**config.mk**
```make
export PLATFORM = sky130hd
export DESIGN_NAME = serial_operand_loader_flat
export DESIGN_NICKNAME = d
export VERILOG_FILES = /design/src/rtl/adder_defs.sv /design/src/rtl/serial_operand_loader_if.sv /design/src/rtl/sipo_shift.sv /design/src/rtl/serial_operand_loader.sv /design/src/flat_wrapper.sv
export SDC_FILE = /design/constraint.sdc
export NUM_CORES = 1
export LEC_CHECK = 0
export ABC_AREA = 1
export CORE_MARGIN = 4
export CORE_UTILIZATION = 50
export DETAILED_ROUTE_END_ITERATION = 10
export PLACE_DENSITY = 0.75
export SLEW_MARGIN = 30
export SYNTH_ARGS = -nofsm -noshare
export SYNTH_HDL_FRONTEND = slang
export SYNTH_SLANG_ARGS = --single-unit
```
**constraint.sdc**
```tcl
create_clock -name clk -period 1.46 [get_ports clk]
set_clock_uncertainty 0.1 [all_clocks]
set_input_delay 0.219 -clock clk [delete_from_list [all_inputs] [get_ports clk]]
set_output_delay 0.219 -clock clk [all_outputs]
set_load 0.01 [all_outputs]
```
**src/rtl/adder_defs.sv**
```systemverilog
// Shared definitions for the serial operand loader: FSM state encodings,
// default operand width and bit-counter width.
package adder_defs;

    localparam int LOADER_WIDTH_DEFAULT = 3;
    // Counter must index bits 0..7 for the widest legal operand.
    localparam int CNT_WIDTH = 3;

    typedef enum logic [2:0] {
        ST_IDLE    = 3'd0,
        ST_LOAD_A  = 3'd1,
        ST_LOAD_B  = 3'd2,
        ST_LOAD_C  = 3'd3,
        ST_PRESENT = 3'd4
    } state_t;

    function automatic logic state_is_busy(input state_t st);
        return (st != ST_IDLE);
    endfunction

endpackage

```
**src/rtl/serial_operand_loader_if.sv**
```systemverilog
// Handshake/operand bundle between a serial source, the loader and the
// downstream adder. The loader takes the slave view.
interface serial_operand_loader_if
    import adder_defs::*;
#(
    parameter int WIDTH = LOADER_WIDTH_DEFAULT
);
    logic             start;
    logic             abort;
    logic             sdata;
    logic             sdata_valid;
    logic             op_ack;
    logic [WIDTH-1:0] a;
    logic [WIDTH-1:0] b;
    logic             cin;
    logic             op_valid;
    logic             busy;

    modport master (
        output start, abort, sdata, sdata_valid, op_ack,
        input  a, b, cin, op_valid, busy
    );

    modport slave (
        input  start, abort, sdata, sdata_valid, op_ack,
        output a, b, cin, op_valid, busy
    );
endinterface

```
**src/rtl/sipo_shift.sv**
```systemverilog
// Serial-in/parallel-out operand register: writes one serial bit at the
// position given by idx when enabled; clr zeroes the whole register.
module sipo_shift
    import adder_defs::*;
#(
    parameter int WIDTH = LOADER_WIDTH_DEFAULT
)(
    input  logic                 clk,
    input  logic                 rst_n,
    input  logic                 clr,
    input  logic                 en,
    input  logic [CNT_WIDTH-1:0] idx,
    input  logic                 din,
    output logic [WIDTH-1:0]     q
);

    // Operand storage; clear has priority over a bit write.
    always_ff @(posedge clk or negedge rst_n) begin
        if (!rst_n) begin
            q <= '0;
        end else if (clr) begin
            q <= '0;
        end else if (en) begin
            for (int i = 0; i < WIDTH; i++) begin
                if (idx == CNT_WIDTH'(i)) begin
                    q[i] <= din;
                end
            end
        end
    end

endmodule

```
**src/rtl/serial_operand_loader.sv**
```systemverilog
// Loads operands A, B (and optionally carry-in, with SERIAL_CIN_LOAD_EN
// defined) LSB-first from a serial stream and presents them to an adder.
module serial_operand_loader
    import adder_defs::*;
#(
    parameter int WIDTH = LOADER_WIDTH_DEFAULT
)(
    input  logic                   clk,
    input  logic                   rst_n,
    serial_operand_loader_if.slave bus
);

    state_t                 state_r;
    logic [CNT_WIDTH-1:0]   cnt_r;
    logic                   cin_r;
    logic                   op_valid_r;
    logic                   busy_r;

    logic                   clr_s;
    logic                   en_a_s;
    logic                   en_b_s;
    logic                   last_s;

    assign last_s = (cnt_r == CNT_WIDTH'(WIDTH - 1));

    // Operand register controls; abort suppresses every write.
    always_comb begin
        clr_s  = 1'b0;
        en_a_s = 1'b0;
        en_b_s = 1'b0;
        if (bus.abort) begin
            clr_s  = 1'b0;
        end else begin
            case (state_r)
                ST_IDLE:    clr_s  = bus.start;
                ST_LOAD_A:  en_a_s = bus.sdata_valid;
                ST_LOAD_B:  en_b_s = bus.sdata_valid;
                default:    clr_s  = 1'b0;
            endcase
        end
    end

    sipo_shift #(.WIDTH(WIDTH)) u_sipo_a (
        .clk   (clk),
        .rst_n (rst_n),
        .clr   (clr_s),
        .en    (en_a_s),
        .idx   (cnt_r),
        .din   (bus.sdata),
        .q     (bus.a)
    );

    sipo_shift #(.WIDTH(WIDTH)) u_sipo_b (
        .clk   (clk),
        .rst_n (rst_n),
        .clr   (clr_s),
        .en    (en_b_s),
        .idx   (cnt_r),
        .din   (bus.sdata),
        .q     (bus.b)
    );

    // Loader FSM with registered op_valid/busy; abort overrides all inputs.
    always_ff @(posedge clk or negedge rst_n) begin
        if (!rst_n) begin
            state_r    <= ST_IDLE;
            cnt_r      <= '0;
            cin_r      <= 1'b0;
            op_valid_r <= 1'b0;
            busy_r     <= 1'b0;
        end else if (bus.abort) begin
            state_r    <= ST_IDLE;
            cnt_r      <= '0;
            op_valid_r <= 1'b0;
            busy_r     <= 1'b0;
        end else begin
            case (state_r)
                ST_IDLE: begin
                    if (bus.start) begin
                        cnt_r   <= '0;
                        cin_r   <= 1'b0;
                        state_r <= ST_LOAD_A;
                        busy_r  <= state_is_busy(ST_LOAD_A);
                    end
                end
                ST_LOAD_A: begin
                    if (bus.sdata_valid) begin
                        if (last_s) begin
                            cnt_r   <= '0;
                            state_r <= ST_LOAD_B;
                        end else begin
                            cnt_r   <= cnt_r + CNT_WIDTH'(1);
                        end
                    end
                end
                ST_LOAD_B: begin
                    if (bus.sdata_valid) begin
                        if (last_s) begin
                            cnt_r      <= '0;
`ifdef SERIAL_CIN_LOAD_EN
                            state_r    <= ST_LOAD_C;
`else
                            state_r    <= ST_PRESENT;
                            op_valid_r <= 1'b1;
`endif
                        end else begin
                            cnt_r      <= cnt_r + CNT_WIDTH'(1);
                        end
                    end
                end
                ST_LOAD_C: begin
`ifdef SERIAL_CIN_LOAD_EN
                    if (bus.sdata_valid) begin
                        cin_r      <= bus.sdata;
                        state_r    <= ST_PRESENT;
                        op_valid_r <= 1'b1;
                    end
`else
                    state_r    <= ST_IDLE;
                    op_valid_r <= 1'b0;
                    busy_r     <= 1'b0;
`endif
                end
                ST_PRESENT: begin
                    if (bus.op_ack) begin
                        state_r    <= ST_IDLE;
                        op_valid_r <= 1'b0;
                        busy_r     <= state_is_busy(ST_IDLE);
                    end
                end
                default: begin
                    state_r    <= ST_IDLE;
                    cnt_r      <= '0;
                    op_valid_r <= 1'b0;
                    busy_r     <= 1'b0;
                end
            endcase
        end
    end

    assign bus.cin      = cin_r;
    assign bus.op_valid = op_valid_r;
    assign bus.busy     = busy_r;

endmodule
```
**src/flat_wrapper.sv**
```systemverilog
// flat-port wrapper written by rule: the top's interface ports become plain ports
module serial_operand_loader_flat import adder_defs::*;
#(
    parameter int WIDTH = LOADER_WIDTH_DEFAULT
)
  (clk, rst_n, bus_start, bus_abort, bus_sdata, bus_sdata_valid, bus_op_ack, bus_a, bus_b, bus_cin, bus_op_valid, bus_busy);
  serial_operand_loader_if #(.WIDTH(WIDTH)) bus_i ();
  input  logic clk;
  input  logic rst_n;
  input wire logic [$bits(bus_i.start)-1:0] bus_start;
  input wire logic [$bits(bus_i.abort)-1:0] bus_abort;
  input wire logic [$bits(bus_i.sdata)-1:0] bus_sdata;
  input wire logic [$bits(bus_i.sdata_valid)-1:0] bus_sdata_valid;
  input wire logic [$bits(bus_i.op_ack)-1:0] bus_op_ack;
  output wire logic [$bits(bus_i.a)-1:0] bus_a;
  output wire logic [$bits(bus_i.b)-1:0] bus_b;
  output wire logic [$bits(bus_i.cin)-1:0] bus_cin;
  output wire logic [$bits(bus_i.op_valid)-1:0] bus_op_valid;
  output wire logic [$bits(bus_i.busy)-1:0] bus_busy;
  assign bus_i.start = bus_start;
  assign bus_i.abort = bus_abort;
  assign bus_i.sdata = bus_sdata;
  assign bus_i.sdata_valid = bus_sdata_valid;
  assign bus_i.op_ack = bus_op_ack;
  assign bus_a = bus_i.a;
  assign bus_b = bus_i.b;
  assign bus_cin = bus_i.cin;
  assign bus_op_valid = bus_i.op_valid;
  assign bus_busy = bus_i.busy;
  serial_operand_loader #(.WIDTH(WIDTH)) u_core (.clk(clk), .rst_n(rst_n), .bus(bus_i));
endmodule
```
* Yosys cells after proc, flatten, opt, wreduce, memory -nomap -nowiden *
Cells that the tools add are included.

cells by class
  $add $sub $neg = 1
  multiply operators = 0
  divide/modulo/power cells = 0
  magnitude comparators = 0
  equality and inequality tests = 16
  shifts and indexed selects = 0
  muxes and demuxes = 34
  bitwise logic cells = 0
  reductions and logical operators = 20

operator list
  operator                                              count
  two-way mux 3 bit                                     15
  two-way mux 1 bit                                     15
  != test 3 bit (second input constant)                 4
  case mux 3 bit (4 select lines)                       1
  AND reduction 2 bit                                   6
  nonzero test 2 bit                                    5
  equality test 3 x 2 -> 1 bit (second input constant)  3
  case mux 3 bit (3 select lines)                       1
  equality test 3 x 1 -> 1 bit (second input constant)  2
  zero test 3 bit                                       2
  != test 2 x 1 -> 1 bit (second input constant)        3
  != test 3 x 2 -> 1 bit (second input constant)        2
  case mux 1 bit (3 select lines)                       2
  AND reduction 3 bit                                   2
  AND reduction 6 bit                                   1
  OR reduction 2 bit                                    3
  AND reduction 4 bit                                   1
  adder 3 x 1 -> 3 bit (second input constant)          1
  equality test 3 bit (second input constant)           1
  != test 3 x 1 -> 1 bit (second input constant)        1

storage, ports and cells
  register bits = 14
  latch bits = 0
  RAM bits = 0
  bits in read-only memories = 0
  input bits = 7
  output and inout port bits = 9
  word-level logic and storage cells = 81
  memories kept = 0

* Logic depth before layout (Yosys ltp) *
Gate-level depths: netlist of run 1.

  word-level depth = 5
  mapped depth = 8
  gate-level depth less buffers = 8

* Modules after synthesis *
Synthesis of run 1 repeated with hierarchy kept, for this count alone.

unflattened totals
  cell total of the unflattened synthesis = 143
  area total of the unflattened synthesis = 954.7 um^2

by module, submodules not included
  module                 instances  cells each  area an instance (um^2)  seq. area each (um^2)
  serial_operand_loader  1          83          579.3                    200.2
  sipo_shift             2          30          187.7                    75.1

* Worst setup path before layout of run 1 *
Ideal clock, no wire load.

  kind = reg2reg
  start point = register u_core.state_r[2]
  end point = register u_core.u_sipo_a.q[0]
  library setup time = 0.117 ns
  data arrival time = 1.104 ns
  required time = 1.243 ns
  path slack = 0.139 ns
  cell stages (with the launch flop) = 7
  buffers on the path = 0
  clock period less this slack = 1.321 ns
  path through = dfrtp_1 -> nor2_4 -> nand2_2 -> o21ai_4 -> nand2_1 -> nand2_1 -> nand2_1

on the way
  cells in the longest elaborated chain, start to end = 5
  elaborated cells between the ends (all ways) = 10
  those cells by class = eq/ne: 1; mux: 5; reduce/logical: 4

RTL lines
  what                                                             RTL line                     text
  start, declared                                                  serial_operand_loader.sv:13  state_t state_r;
  start signal, assigned                                           serial_operand_loader.sv:66  state_r <= ST_IDLE;
  start signal, assigned                                           serial_operand_loader.sv:72  state_r <= ST_IDLE;
  start signal, assigned                                           serial_operand_loader.sv:82  state_r <= ST_LOAD_A;
  equality test 3 x 1 -> 1 bit or zero test 3 bit (tied branches)  serial_operand_loader.sv:34  case (state_r)
  two-way mux 1 bit                                                serial_operand_loader.sv:34
  two-way mux 1 bit                                                serial_operand_loader.sv:31  if (bus.abort) begin
  nonzero test 2 bit (no line)                                     --
  AND reduction 2 bit (no line)                                    --
  end signal, assigned by index                                    sipo_shift.sv:26             q[i] <= din;
  end, declared                                                    sipo_shift.sv:14             output logic [WIDTH-1:0] q

Several ways; a longest one is shown, not always the timed one.
A chain may end at the register's enable or synchronous reset.

* Worst setup path after layout of run 1 *
  start point = register u_core.state_r[1]
  end point = register u_core.u_sipo_b.q[0]

on the way
  cells in the longest elaborated chain, start to end = 5
  elaborated cells between the ends (all ways) = 10
  those cells by class = eq/ne: 1; mux: 5; reduce/logical: 4

RTL lines
  what                                                             RTL line
  equality test 3 x 2 -> 1 bit or zero test 3 bit (tied branches)  serial_operand_loader.sv:34
  two-way mux 1 bit                                                serial_operand_loader.sv:34
  two-way mux 1 bit                                                serial_operand_loader.sv:31
  nonzero test 2 bit (no line)                                     --
  AND reduction 2 bit (no line)                                    --
  end signal, assigned by index                                    sipo_shift.sv:26
  end, declared                                                    sipo_shift.sv:14

Several ways; a longest one is shown, not always the timed one.

==> out/metrics.csv, run 1 <==
metric;value;unit
worst-path cell chain;nor2_4 > nand3_4 > o21ai_4 > nand2_2 > nand2_1 > nand2_1;
first-pass GRT wire length;3610;um
fin. max-slew vios;0;
synthesized cell area;895;um2
RSZ-0062 raised after global routing;yes;
die width;50.3;um
largest net degree at the start of global routing;15;
global routing's busiest layer;met2;
reg2reg path depth;6;
final hold viol count;0;
drt drc;0;
critical path type;flop to flop;
Root Buffer;clkbuf_4;
ANT cells;0;
share of cells above drive strength 1;24.3;%
DP Cell Count;164;
First DRT Iteration DRCs;23;
routed wire length;2050;um
IO Pins;16;
Max-Cap Viols;0;
Period minus WS final;1.40;ns
pwr dens;1280;nW/um2
status;complete, no violations;
via/cell ratio;4.92;
post-route ant nets;0;
crit path DAT;1.48;ns
met1 Track Usage GR;25.5;%
CTS tree;done;
drt wl/cell;12.1;um
vias;831;
port bufs;14;
global routing met3 resource utilization;3.86;%
dpl hpwl;1570;um
Core Region;1710;um2
grt ovf;0;
Cell Count, Final, Fillers Out;169;
reg2reg setup slack;0.06;ns
Avg Synthesized Cell Area;7.52;um2
# fillers;138;
worst skew pair latency;0.28;ns
Distinct cells, synth;24;
startpoint types;flop;
Die Y;50.3;um
Slowest cell on crit path;dfrtp_2;
fin crit share;95.6;%
Synth area leader;dfrtp_1;
drt pass-1 iters;4;
Max clock buf depth;2;
CP dominant cell by count;nand2_1;
worst path required time;1.54;ns
final core utilization;68.5;%
Worst Hold Class;input port to asynchronous set/reset pin;
initial antenna violation count;0;
# nets final;152;
Synth warnings;0;
P_leak;0.000648;uW
register area;353;um2
clock slew seen by the registers of the worst setup and hold paths;0.09;ns
number of global-route vias before repair;793;
Synth Flop Type;dfrtp_1;
CTS Hold Bufs;0;
Area growth syn-to-layout;30.8;%
Site Rows;15;
Critical R2R Capture;u_core.u_sipo_b.q[0];
clock sinks;14;
#FFs+latches synth;14;
final setup vio count;0;
total clock buffers created by CTS;3;
initial cell density of the core;52.4;%
Max Clock Freq;0.717;GHz
Reg-to-Reg Start;u_core.state_r[1];
synth top area cells;dfrtp_1, nand2_1, nand3_1;
WP buf/inv;0;
sequential fraction of the synthesis area;39.2;%
die area;2530;um2
VDD IR-drop max;0.863;mV
syn nets;126;
Post-synth EDFFs;0;
gpl congestion;0.865;
share of the synthesized area in the top cell type;39.2;%
delay-heaviest family, CP;simple AND/OR/NAND/NOR gates;
share of flip-flops with an asynchronous set or reset;100;%
Worst Setup End Kind;flop;
CP max FO;7;
max incr delay on CP;0.48;ns
final hold slack;0.141;ns
GR Util All Layers;18.8;%
# H-tree levels;1;
met2 Use GR;29.1;%
area taken by multi-input logic gates;500;um2
Syn Inst Count;119;
per-stage QoR:
stage               power (uW)  setup slack, ns  area [um2]  TNS [ns]
floorplan                  958            0.139         895         0
CTS                       1490           0.0499        1140         0
detailed placement        1260           -0.212        1110     -2.35
finish                    1500           0.0646        1170         0
global route              1620          -0.0127        1170   -0.0216
global placement          1250           -0.181        1110     -1.80
worst max-delay path by stage:
stage	start	endpoint	slack, ns	cells after the start
after CTS	u_core.state_r[2]	u_core.u_sipo_a.q[0]	0.05	6
after detailed placement	bus_abort	u_core.u_sipo_a.q[0]	-0.21	7
after global routing	u_core.state_r[2]	u_core.u_sipo_a.q[1]	-0.01	6
final	u_core.state_r[1]	u_core.u_sipo_b.q[0]	0.06	6
after global placement	bus_abort	u_core.u_sipo_a.q[2]	-0.18	7
after floorplan	u_core.state_r[2]	u_core.u_sipo_a.q[0]	0.14	6
power breakdown:
part,internal (uW),switching [uW],total [uW]
clock,152,130,282
combinational,270,369,640
sequential,499,79.3,578
cell usage in the layout, fill, tap and decap left out, types with 3 or more instances in the layout:
cell / netlist / routed
a21oi_1: 3 / 3
buf_4: 1 / 9
clkbuf_4: 0 / 3
clkdlybuf4s50_1: 0 / 5
dfrtp_1: 14 / 12
dlygate4sd2_1: 0 / 8
inv_1: 11 / 10
inv_2: 2 / 3
nand2_1: 47 / 44
nand2_2: 2 / 4
nand2_4: 2 / 3
nand3_1: 15 / 15
nor2_4: 2 / 3
o21ai_0: 4 / 4
layout make-up:
class	instances	area share, %
multi-input cells	90	42.8
flip-flops and latches	14	30.2
repair buffers	23	17.1
inverters	13	4.17
clock buffers	4	3.10
well taps	25	2.67
synthesized netlist by cell type (2+ instances only):
cell type	n
nand2_1	47
nand3_1	15
dfrtp_1	14
inv_1	11
o21ai_0	4
a21oi_1	3
inv_2	2
nand2_2	2
nand2_4	2
nor2_1	2
nor2_2	2
nor2_4	2
o21ai_4	2
repair_timing:
item,in CTS,in global routing
pin swaps,0,6
resized for setup,8,9
endpoints found under the hold margin,0,0
setup endpoints to repair,8,10
setup buffers,0,1
layer usage:
metal	up-vias	share of wire [%]
li1	429	-
met1	378	47
met2	19	48
met3	5	3.6
met4	0	1.6
met5	-	0
registers in the layout, indices dropped and copies added, names as in the netlist:
name	count
u_core.bus.busy	1
u_core.bus.op_valid	1
u_core.cnt_r	3
u_core.state_r	3
u_core.u_sipo_a.q	3
u_core.u_sipo_b.q	3
logic make-up (layout without fill, tap and decap cells):
group | after synthesis | count (layout) | share of synthesized area [%]
AND/OR/NAND/NOR | 77 | 77 | 41.8
buffers and inverters | 15 | 40 | 6.85
flip-flops | 14 | 14 | 39.2
AO/OA/AOI/OAI | 12 | 12 | 11.7
other | 1 | 1 | 0.419
Note: power is estimated with default switching activity, not from simulation.
==> run 2: changes to the inputs <==
- ABC_AREA: 1 -> default
- CORE_MARGIN: 4 -> 2
- CORE_UTILIZATION: 50 -> 30
- PLACE_DENSITY: 0.75 -> 0.5
==> out/metrics.csv, run 2 <==
metric;value;unit
status;complete, no violations;
TNS Setup;0;ns
final hold viol count;0;
Distinct cells, synth;32;
number of global-route vias before repair;820;
commonest cells after routing, fill and taps aside;buf_4, dfrtp_1, nand2_1;
Synth Flop Type;dfrtp_1;
GR Util All Layers;13.8;%
total clock buffers created by CTS;3;
final setup vio count;0;
Post-synth EDFFs;0;
First DRT Iteration DRCs;14;
# nets final;139;
first-pass GRT wire length;3550;um
Period minus WS final;1.44;ns
clock sinks;14;
sequential fraction of the synthesis area;40.5;%
largest net degree at the start of global routing;15;
CP max FO;4;
Synth warnings;0;
initial antenna violation count;0;
Syn Inst Count;92;
startpoint types;flop;
worst path required time;1.55;ns
ANT cells;0;
top-count cell post-synth;dfrtp_1;
P_leak;0.000595;uW
routed wire length;2120;um
drt wl/cell;13.1;um
synthesized cell area;865;um2
VDD IR-drop max;0.755;mV
clock slew seen by the registers of the worst setup and hold paths;0.10;ns
gpl congestion;0.738;
# H-tree levels;1;
share of the synthesized area in the top cell type;40.5;%
Worst Setup End Kind;flop;
Worst Hold Class;input port to asynchronous set/reset pin;
Die Y;57.7;um
vias;813;
CTS tree;done;
pwr dens;693;nW/um2
Max-Cap Viols;0;
drt drc;0;
fin crit share;98.6;%
fin. max-slew vios;0;
#FFs+latches synth;14;
share of cells above drive strength 1;35.1;%
Max Clock Freq;0.695;GHz
Root Buffer;clkbuf_4;
port bufs;14;
via/cell ratio;5.02;
Max clock buf depth;2;
RSZ-0062 raised after global routing;yes;
IO Pins;16;
die area;3330;um2
worst skew pair latency;0.29;ns
critical path type;flop to flop;
die width;57.7;um
most frequent cells after synthesis;dfrtp_1, nand2_1, a21oi_1, inv_1, nand3_1;
initial cell density of the core;31.4;%
synth top area cells;dfrtp_1, nor4b_4, mux2i_1;
total power;873;uW
Synth area leader;dfrtp_1;
Site Rows;19;
CTS Hold Bufs;0;
commonest non-fill, non-tap cell in the layout;buf_4;
Core Region;2760;um2
Avg Synthesized Cell Area;9.40;um2
final core utilization;45.7;%
dpl hpwl;1510;um
syn nets;99;
post-route ant nets;0;
drt pass-1 iters;4;
grt ovf;0;
share of flip-flops with an asynchronous set or reset;100;%
Area growth syn-to-layout;45.7;%
crit path DAT;1.53;ns
==> run 2: cell count changes after synthesis, moves of 3 or more <==
cell,before,now
inv_1,11,7
a21oi_1,3,7
nor2_1,2,6
nor2b_1,0,4
nand2_1,47,10
nand3_1,15,7
mux2i_1,0,4
buf_6,0,3
==> run 2: path summary, 6_finish.rpt <==
path	from	endpoint	slack, ns	cells after the start
setup / recovery	u_core.cnt_r[2]	u_core.u_sipo_a.q[1]	0.02	5
hold / removal	rst_n	u_core.cnt_r[0]	0.12	2
setup reg to reg	u_core.cnt_r[2]	u_core.u_sipo_a.q[1]	0.02	5
hold reg to reg	u_core.u_sipo_b.q[0]	u_core.u_sipo_b.q[0]	0.43	2
max in group asynchronous	rst_n	u_core.state_r[2]	0.93	2
min in group clk	u_core.u_sipo_b.q[0]	u_core.u_sipo_b.q[0]	0.43	2
==> run 2: repair_timing <==
action,in CTS,in global routing
setup buffers,1,6
gates resized for setup,13,6
endpoints found under the setup margin,12,10
pin swaps,1,4
==> run 2: worst max-delay path: stages, from the launching register on <==
cell and delay [ns]:
dfrtp_1 0.45, buf_4 0.17, nor2b_1 0.25, nand3_1 0.15, mux2i_1 0.17, nor2_1 0.05
==> run 2: power breakdown <==
part | leakage (uW) | switching (uW) | total (uW) | internal [uW]
Sequential | 0.000187 | 12.0 | 411 | 399
Clock | 0.0000210 | 147 | 299 | 152
Combinational | 0.000388 | 75.9 | 163 | 87.0
Total | 0.000595 | 235 | 873 | 638
==> run 2: area by class of cell <==
type	count	area [um2]
sequential	14	354
inverter	7	26.3
timing repair buffer	41	332
tap	31	38.8
multi-input combinational	65	473
clock buffer	4	36.3
fill	291	1500
==> run 2: cells by family after synthesis <==
logic type             after synthesis  synth area share (%)
multiplexers                         4                  4.63
AND/OR/NAND/NOR                     40                  29.5
flip-flops                          14                  40.5
buffers and inverters               13                  9.26
AO/OA/AOI/OAI                       19                  14.6
other                                1                 0.434
XOR/XNOR                             1                  1.01
==> run 2: metrics by stage <==
step,std cells,area [um2],worst slack (ns),hold WS (ns)
CTS,156,1180,0.00877,0.129
floorplan,92,865,0.0924,-0.177
detailed placement,151,1140,-0.298,0.416
global route,162,1260,-0.0783,0.137
global placement,151,1140,-0.274,0.410
finish,162,1260,0.0209,0.124
==> run 2: per-layer routing <==
layer	up-vias	track usage [%]	wire length, um
met2	11	23.5	1030
met3	2	4.02	62
li1	398	-	-
met5	-	0	0
met4	0	1.99	9
met1	402	17.7	1020
==> run 3: changes to the inputs <==
- CORE_UTILIZATION: 30 -> 25
- CTS_CLUSTER_SIZE: default -> 16
- PLACE_DENSITY: 0.5 -> 0.43
==> out/metrics.csv, run 3 (synthesized netlist as in run 2, its figures left out) <==
metric;value;unit
status;finished with violations;
failing checks;negative setup slack;
final setup margin;-0.00242;ns
VDD IR-drop max;0.357;mV
Slowest cell on crit path;dfrtp_2;
clock slew seen by the registers of the worst setup and hold paths;0.09;ns
via/cell ratio;4.34;
Root Buffer;clkbuf_4;
vias;733;
Area growth syn-to-layout;41.2;%
CTS tree;done;
fin crit share;100;%
final core utilization;36.6;%
grt ovf;0;
register area;354;um2
IO Pins;16;
reg2reg setup slack;-0.002;ns
GR Util All Layers;11.0;%
post-route ant nets;0;
Max Clock Freq;0.684;GHz
TNS Setup;-0.00242;ns
routed wire length;2000;um
pwr dens;689;nW/um2
# nets final;131;
final hold viol count;0;
startpoint types;flop;
design area;1220;um2
die width;62.8;um
share of cells above drive strength 1;29.3;%
final setup vio count;1;
# H-tree levels;1;
CTS Hold Bufs;0;
worst skew pair latency;0.28;ns
largest net degree at the start of global routing;15;
First DRT Iteration DRCs;24;
Worst Hold Class;input port to asynchronous set/reset pin;
Site Rows;21;
worst path required time;1.53;ns
first-pass GRT wire length;3430;um
dpl hpwl;1520;um
final hold slack;0.144;ns
Clock power frac;33.4;%
Max clock buf depth;2;
number of global-route vias before repair;745;
Critical path origin;u_core.state_r[2];
P_sw;214;uW
clock sinks;14;
switching share of power;25.4;%
area taken by multi-input logic gates;455;um2
crit path DAT;1.53;ns
worst-path cell chain;nor4b_4 > nand3_2 > mux2i_1 > nor2_1;
commonest cells after routing, fill and taps aside;buf_4, dfrtp_1, nand2_1;
Core Region;3340;um2
port bufs;14;
ANT cells;0;
max incr delay on CP;0.49;ns
gpl congestion;0.781;
CP max FO;5;
Max-Cap Viols;0;
# fillers;363;
Reg-to-Reg Start;u_core.state_r[2];
drt pass-1 iters;4;
initial antenna violation count;0;
RSZ-0062 raised after global routing;yes;
P_leak;0.000562;uW
Int Pwr;628;uW
Die Y;62.8;um
Period minus WS final;1.46;ns
initial cell density of the core;25.9;%
total clock buffers created by CTS;3;
drt wl/cell;11.9;um
fin. max-slew vios;0;
die area;3940;um2
dpl cell area;1120;um2
commonest non-fill, non-tap cell in the layout;buf_4;
Worst Setup End Kind;flop;
critical path type;flop to flop;
total power;842;uW
drt drc;0;
Gate power share;17.4;%
register share of total power;49.2;%
## run 3: cell types whose count changed in the layout (fill, tap and decap cells not counted)
| cell | previous run | this run |
|---|---|---|
| nor3_1 | 0 | 1 |
| a21oi_1 | 6 | 7 |
| nor4bb_4 | 1 | 0 |
| a21oi_2 | 1 | 0 |
| dlygate4sd2_1 | 9 | 8 |
| nor4bb_2 | 0 | 1 |
| dlymetal6s2s_1 | 0 | 1 |
| buf_12 | 0 | 1 |
| buf_4 | 27 | 17 |
| nor3_2 | 1 | 0 |
| buf_6 | 0 | 1 |
| o21ai_1 | 0 | 1 |
| o21ai_0 | 2 | 1 |
## run 3: layer usage
metal	up-vias	track usage, %	wire length, um
li1	387	-	-
met1	338	14.9	1040
met2	6	16.7	911
met3	2	1.62	23
met4	0	5.83	27
met5	-	0	0
## run 3: power by group through the flow
stage               Combinational [uW]  Sequential [uW]  Clock, uW
floorplan                         69.1              420          0
global placement                   145              422          0
detailed placement                 146              422          0
CTS                                142              415        295
global route                       162              417        308
finish                             146              414        282
## run 3: critical path, delay by kind of cell (launching register included)
kind             cells  cell delay (ns)
flip-flops           1             0.49
multiplexers         1             0.16
AND/OR/NAND/NOR      3             0.61
## run 3: final timing paths
kind,endpoint,cells past startpoint
max,u_core.u_sipo_b.q[1],4
min,u_core.bus.busy,2
min reg2reg,u_core.u_sipo_a.q[2],2
min in group clk,u_core.cnt_r[0],3
max reg2reg,u_core.u_sipo_b.q[1],4
max in group asynchronous,u_core.state_r[1],2
## run 3: through the flow
step           setup slack [ns]  instances
4_1_cts                -0.00493        165
3_3_place_gp             -0.238        161
6_report               -0.00242        169
5_1_grt                 -0.0834        169
2_1_floorplan            0.0924         92
3_5_place_dp             -0.280        161
## run 3: cell type report
cell class / count / share of cell area [%]
clock buffer: 4 / 2.97
multi-input combinational: 65 / 37.3
sequential: 14 / 29.0
inverter: 7 / 2.15
timing repair buffer: 33 / 23.9
tap: 46 / 4.71
## run 3: what timing repair did
| item | 4_1_cts | 5_1_grt |
|---|---|---|
| hold endpoints to repair | 0 | 0 |
| gates resized for setup | 11 | 7 |
| pin swaps | 1 | 4 |
| setup endpoints to repair | 17 | 11 |
| buffers inserted | 0 | 4 |
